**config.mk**
```make
export PLATFORM = sky130hd
export DESIGN_NAME = uart_rx_ctl
export DESIGN_NICKNAME = d
export VERILOG_FILES = /design/src/rtl/uart_rx_ctl.sv
export SDC_FILE = /design/constraint.sdc
export NUM_CORES = 1
export LEC_CHECK = 0
export BUFFER_PORTS_ARGS = -buffer_cell sky130_fd_sc_hd__buf_2
export CAP_MARGIN = 15
export CORE_UTILIZATION = 58
export CTS_CLUSTER_SIZE = 40
export DETAILED_ROUTE_END_ITERATION = 8
export GPL_ROUTABILITY_DRIVEN = 0
export MAX_ROUTING_LAYER = met4
export PLACE_DENSITY = 0.78
export SYNTH_ARGS = -nofsm -noshare
export SYNTH_HDL_FRONTEND = slang
export SYNTH_SLANG_ARGS = --single-unit
export TNS_END_PERCENT = 5
```
**constraint.sdc**
```tcl
create_clock -name clk -period 2.14 [get_ports clk]
set_clock_uncertainty 0.15 [all_clocks]
set_input_delay 0.107 -clock clk [delete_from_list [all_inputs] [get_ports clk]]
set_output_delay 0.107 -clock clk [all_outputs]
set_load 0.01 [all_outputs]
```
**src/rtl/uart_rx_ctl.sv**
```systemverilog
// rtl/uart_rx_ctl.sv - 8N1 UART receiver with one-entry holding register
//
// Receives asynchronous serial frames on rx (idle high, start bit low, 8 data
// bits LSB first, one stop bit) and presents each byte through a one-entry
// holding register with a valid/ready handshake.
//
// Parameters:
//   CLKS_PER_BIT  clk cycles per bit period (>= 4)
//   SYNC_STAGES   flip-flops in the rx synchroniser (>= 2)
//
// Ports:
//   clk           system clock, rising edge
//   reset         synchronous, active-high reset
//   rx            asynchronous serial input, idles high
//   data          received byte, stable while valid=1
//   valid         holding register contains an unread byte
//   ready         consumer takes the byte when valid && ready at a clk edge
//   frame_error   one-cycle pulse when the stop bit is sampled low
//   overrun       sticky, a byte was dropped because the holder was full
//   busy          receive FSM is not idle
//   parity_error  (UART_RX_PARITY_EN only) one-cycle pulse on bad even parity
//
// Optional feature macro: UART_RX_PARITY_EN adds an even-parity bit between
// the data bits and the stop bit, plus the parity_error output.

module uart_rx_ctl #(
    parameter int CLKS_PER_BIT = 234,
    parameter int SYNC_STAGES  = 2
) (
    input  logic       clk,
    input  logic       reset,
    input  logic       rx,
    output logic [7:0] data,
    output logic       valid,
    input  logic       ready,
    output logic       frame_error,
    output logic       overrun,
    output logic       busy
`ifdef UART_RX_PARITY_EN
    ,
    output logic       parity_error
`endif
);

    localparam int BW = $clog2(CLKS_PER_BIT);

    // Mid-start-bit and end-of-bit compare points for the baud counter.
    localparam logic [BW-1:0] HALF_M1 = BW'(CLKS_PER_BIT / 2 - 1);
    localparam logic [BW-1:0] FULL_M1 = BW'(CLKS_PER_BIT - 1);

    typedef enum logic [2:0] {
        S_IDLE   = 3'd0,
        S_START  = 3'd1,
        S_DATA   = 3'd2,
        S_STOP   = 3'd3,
        S_BREAK  = 3'd4
`ifdef UART_RX_PARITY_EN
        ,
        S_PARITY = 3'd5
`endif
    } state_t;

    // ------------------------------------------------------------------
    // rx synchroniser. Reset value is 1 (line idle) so that leaving reset
    // never looks like a falling start edge.
    // ------------------------------------------------------------------
    logic [SYNC_STAGES-1:0] sync_q;
    logic                   rs;

    always_ff @(posedge clk) begin
        if (reset) begin
            sync_q <= '1;
        end else begin
            sync_q <= {sync_q[SYNC_STAGES-2:0], rx};
        end
    end

    assign rs = sync_q[SYNC_STAGES-1];

    // ------------------------------------------------------------------
    // Receive FSM
    // ------------------------------------------------------------------
    state_t          state,   state_n;
    logic [BW-1:0]   bcnt,    bcnt_n;
    logic [2:0]      bidx,    bidx_n;
    logic [7:0]      shreg,   shreg_n;
    logic            deliver, deliver_n;   // stop bit good, load holder next edge
    logic            ferr_n;
`ifdef UART_RX_PARITY_EN
    logic            pbad,    pbad_n;      // current frame failed parity
    logic            perr_n;
`endif

    always_ff @(posedge clk) begin
        if (reset) begin
            state        <= S_IDLE;
            bcnt         <= '0;
            bidx         <= '0;
            shreg        <= '0;
            deliver      <= 1'b0;
            frame_error  <= 1'b0;
`ifdef UART_RX_PARITY_EN
            pbad         <= 1'b0;
            parity_error <= 1'b0;
`endif
        end else begin
            state        <= state_n;
            bcnt         <= bcnt_n;
            bidx         <= bidx_n;
            shreg        <= shreg_n;
            deliver      <= deliver_n;
            frame_error  <= ferr_n;
`ifdef UART_RX_PARITY_EN
            pbad         <= pbad_n;
            parity_error <= perr_n;
`endif
        end
    end

    always_comb begin
        state_n   = state;
        bcnt_n    = bcnt;
        bidx_n    = bidx;
        shreg_n   = shreg;
        deliver_n = 1'b0;
        ferr_n    = 1'b0;
`ifdef UART_RX_PARITY_EN
        pbad_n    = pbad;
        perr_n    = 1'b0;
`endif

        case (state)
            S_IDLE: begin
                if (!rs) begin
                    state_n = S_START;
                    bcnt_n  = '0;
`ifdef UART_RX_PARITY_EN
                    pbad_n  = 1'b0;
`endif
                end
            end

            // Re-check the line at mid start bit; a pulse shorter than half
            // a bit is treated as noise.
            S_START: begin
                if (bcnt == HALF_M1) begin
                    if (rs) begin
                        state_n = S_IDLE;
                    end else begin
                        state_n = S_DATA;
                        bcnt_n  = '0;
                        bidx_n  = '0;
                    end
                end else begin
                    bcnt_n = bcnt + 1'b1;
                end
            end

            // The counter was aligned to mid start bit, so a full bit period
            // later lands at the middle of each data bit.
            S_DATA: begin
                if (bcnt == FULL_M1) begin
                    bcnt_n  = '0;
                    shreg_n = {rs, shreg[7:1]};
                    if (bidx == 3'd7) begin
`ifdef UART_RX_PARITY_EN
                        state_n = S_PARITY;
`else
                        state_n = S_STOP;
`endif
                    end else begin
                        bidx_n = bidx + 3'd1;
                    end
                end else begin
                    bcnt_n = bcnt + 1'b1;
                end
            end

`ifdef UART_RX_PARITY_EN
            // Even parity: data bits XOR parity bit must be 0. A bad byte is
            // still framed normally but never reaches the holding register.
            S_PARITY: begin
                if (bcnt == FULL_M1) begin
                    bcnt_n  = '0;
                    state_n = S_STOP;
                    if ((^shreg) ^ rs) begin
                        perr_n = 1'b1;
                        pbad_n = 1'b1;
                    end
                end else begin
                    bcnt_n = bcnt + 1'b1;
                end
            end
`endif

            // Returning to IDLE at mid stop bit leaves half a bit of margin
            // for a back-to-back start edge.
            S_STOP: begin
                if (bcnt == FULL_M1) begin
                    bcnt_n = '0;
                    if (rs) begin
                        state_n = S_IDLE;
`ifdef UART_RX_PARITY_EN
                        deliver_n = !pbad;
`else
                        deliver_n = 1'b1;
`endif
                    end else begin
                        ferr_n  = 1'b1;
                        state_n = S_BREAK;
                    end
                end else begin
                    bcnt_n = bcnt + 1'b1;
                end
            end

            // A line held low after a framing error must go high before a new
            // start bit can be recognised.
            S_BREAK: begin
                if (rs) begin
                    state_n = S_IDLE;
                end
            end

            default: begin
                state_n = S_IDLE;
            end
        endcase
    end

    assign busy = (state != S_IDLE);

    // ------------------------------------------------------------------
    // Holding register and handshake. A load while the consumer is taking
    // the previous byte is not an overrun; any accepted handshake clears the
    // sticky overrun flag even when a new byte lands on the same edge.
    // ------------------------------------------------------------------
    always_ff @(posedge clk) begin
        if (reset) begin
            data    <= '0;
            valid   <= 1'b0;
            overrun <= 1'b0;
        end else begin
            if (deliver) begin
                if (!valid || ready) begin
                    data  <= shreg;
                    valid <= 1'b1;
                end else begin
                    overrun <= 1'b1;
                end
            end else if (valid && ready) begin
                valid <= 1'b0;
            end

            if (valid && ready) begin
                overrun <= 1'b0;
            end
        end
    end

endmodule

```
==> flow_metrics.py <==
metrics = {
    "run_status": {
        "status": "finished, violations left",
        "violations": "design-rule violations",
    },
    "routing": {
        "wl_mm": 3.74,
        "drt-initial-drc-count": 85,
        "vias": 1475,
        "drc": 2,
        "wl_per_cell_um": 15.3,
        "avgViaCountPerCell": 6.05,
        "firstDrtPassIters": 6,
        "ant_nets": 0,
    },
    "place": {
        "hpwl_mm": 2.54,
        "postPlaceCellArea_um2": 1860,
        "place_inst": 233,
        "port_buffers": 15,
        "place_ws_ns": 0.116,
    },
    "logic_synthesis": {
        "synth_nets": 199,
        "yosysSeqAreaShare": 0.416,
        "ys_seq_elements": 36,
        "ys_types": 49,
        "syn-cell-area_um2": 1730,
        "synth_area_per_cell_um2": 9.12,
        "synthCells": 190,
        "ys_warn_count": 0,
    },
    "cells_and_area": {
        "synthToLayoutAreaGrowth_pct": 13.4,
        "drive_gt1_frac": 0.188,
        "mostFrequentLayoutCell": "dfxtp_1",
        "diodes": 0,
        "postLayoutCellArea_um2": 1970,
        "nets": 221,
        "instances_no_fill": 244,
        "final_cell_mix": "dfxtp_1 (36), nor2_1 (24), mux2i_1 (17), buf_2 (15)",
    },
    "cts": {
        "clk_pin_slew_ns": 0.10,
        "htree_levels": 2,
        "clock_latency_ns": 0.34,
        "cts_tree": "built",
        "cts_buffers": 5,
        "clock_sinks": 36,
        "cts-root-buf": "clkbuf_4",
        "cts.path.max_buffers": 2,
    },
    "sta": {
        "hold_viol": 0,
        "rsz0062_at_grt": "false",
        "worst_slew_pin_slew_ns": 0.580,
        "fin_tns_setup_ns": 0,
        "maxSlewHeadroom": 0.613,
        "period_share": 0.967,
        "maxSlewViolCount": 0,
        "fmax_ghz": 0.483,
        "finalWorstSetupSlack_ns": 0.0715,
        "finalSetupViolCount": 0,
        "fin_hold_ws_ns": 0.0909,
        "period_needed_ns": 2.07,
    },
    "worst_setup_path": {
        "required_ns": 2.23,
        "worstPathArrival_ns": 2.16,
        "cp-startpoint": "state[1]",
        "crit_path_max_fanout": 9,
        "crit_type": "flop to flop",
        "r2r-start": "state[1]",
        "crit_path_end_kind": "flop",
        "r2r_setup_slack_ns": 0.07,
        "startpoint_type": "flop",
    },
    "die": {
        "coreArea_um2": 2810,
        "die_area_um2": 3210,
        "num_rows": 19,
        "die_w_um": 56.7,
        "io_pins": 16,
        "die_h_um": 56.7,
        "start_util": 0.618,
    },
    "pwr": {
        "irDropWorstVdd_mv": 0.541,
        "power_leakage_uw": 0.000816,
        "intPower_uw": 974,
        "powerDensity_nw_per_um2": 646,
        "p_clk_frac": 0.369,
        "p_comb_frac": 0.080,
        "power_switching_uw": 296,
        "seqPwrFrac": 0.550,
        "netSwitchingFraction": 0.233,
    },
    "global_route": {
        "grt.total_usage": 0.269,
        "grt_pass1_wl_mm": 6.35,
        "antenna_found_initial": 0,
        "grt_max_degree": 34,
        "first_global_vias": 1395,
        "overflow": 0,
    },
    "job": {
        "maxCapViolations": 0,
    },
    "worst_hold_path": {
        "hold_path.class": "input port to flop",
        "hp-start": "reset",
    },
}
[final timing paths]
check,end,depth (start not counted)
setup / recovery,bidx[1],4
hold reg to reg,sync_q[1],1
setup reg to reg,bidx[1],4
hold / removal,shreg[0],2
[registers in the layout (all words and copies together), names as in the netlist]
| signal | cells |
|---|---|
| shreg | 8 |
| valid | 1 |
| state | 3 |
| deliver | 1 |
| bcnt | 8 |
| frame_error | 1 |
| data | 8 |
| sync_q | 2 |
| bidx | 3 |
| overrun | 1 |
[metal layers]
metal | part of all wire | track usage | wire [µm] | vias up
met5 | 0 | - | 0 | -
met4 | 0.019 | 0.125 | 72 | 0
met3 | 0.068 | 0.104 | 256 | 7
met2 | 0.46 | 0.395 | 1720 | 48
met1 | 0.45 | 0.324 | 1690 | 682
li1 | - | - | - | 738
[final cells by class]
cell class | count | area [µm²]
fillers | 226 | 840
inverters | 10 | 37.5
well taps | 31 | 38.8
clock buffers | 6 | 41.3
clock inverters | 2 | 35.0
multi-input cells | 132 | 922
repair buffers | 27 | 170
flip-flops and latches | 36 | 721
[repair_timing]
| action | 4_1_cts | 5_1_grt |
|---|---|---|
| endpoints found under the setup margin | 0 | 1 |
| buffers inserted | 0 | 1 |
| endpoints found under the hold margin | 3 | 0 |
| resized for setup | 0 | 1 |
| hold buffers | 2 | 0 |
[critical path: stages (launching register included)]
cell       delay (ns)
dfxtp_1          0.51
or3b_1           0.52
a2bb2oi_2        0.20
or3_4            0.35
o41ai_1          0.25
[power groups by stage]
stage	Sequential [µW]	Clock, µW	Combinational (µW)
4_1_cts	698	478	96.4
3_3_place_gp	714	0	90.6
6_report	699	469	102
5_1_grt	702	507	110
2_1_floorplan	708	0	64.1
3_5_place_dp	714	0	92.6
[cell usage after synthesis, drive strengths merged]
cell type	n	area, µm²
inv	10	37.5
nor3b	2	15.0
and4	1	8.76
and3b	1	8.76
a2111oi	1	8.76
nor2	24	90.1
mux2	1	11.3
dfxtp	36	721
o31ai	1	12.5
ha	5	62.6
nand2b	1	6.26
o211ai	3	22.5
buf	6	30.0
o21a	2	15.0
nor2b	1	6.26
or2	2	12.5
a21oi	5	25.0
a21boi	3	22.5
o311ai	3	26.3
clkbuf	6	22.5
mux2i	17	170
o221ai	2	17.5
or3b	2	17.5
xnor2	1	8.76
o31a	1	8.76
a21o	1	7.51
nor4	4	25.0
o2111ai	2	17.5
o22ai	1	6.26
o21ba	1	10.0
nand2	9	33.8
nand4b	1	8.76
or3	4	30.0
nand3b	2	15.0
a2bb2oi	4	41.3
a211oi	3	22.5
o22a	1	8.76
nand3	7	35.0
o21ai	6	30.0
nor3	2	10.0
a211o	1	8.76
o41ai	3	26.3
a221oi	1	8.76
[cells by family (layout without fill, tap and decap cells)]
logic type | Yosys count | after routing | share of synthesized area
buffers and inverters | 22 | 45 | 0.0520
multiplexers | 18 | 18 | 0.105
adder cells (fa/ha/maj) | 5 | 5 | 0.0361
AO/OA/AOI/OAI | 45 | 45 | 0.200
XOR/XNOR | 1 | 1 | 0.00506
AND/OR/NAND/NOR | 63 | 63 | 0.186
flip-flops | 36 | 36 | 0.416
[through the flow]
| step | power (µW) | util |
|---|---|---|
| final | 1270 | 0.701 |
| after global routing | 1320 | 0.701 |
| after CTS | 1270 | 0.698 |
| after detailed placement | 806 | 0.664 |
| after global placement | 804 | 0.664 |
| after floorplan | 772 | - |
(Power assumes the default switching activity.)
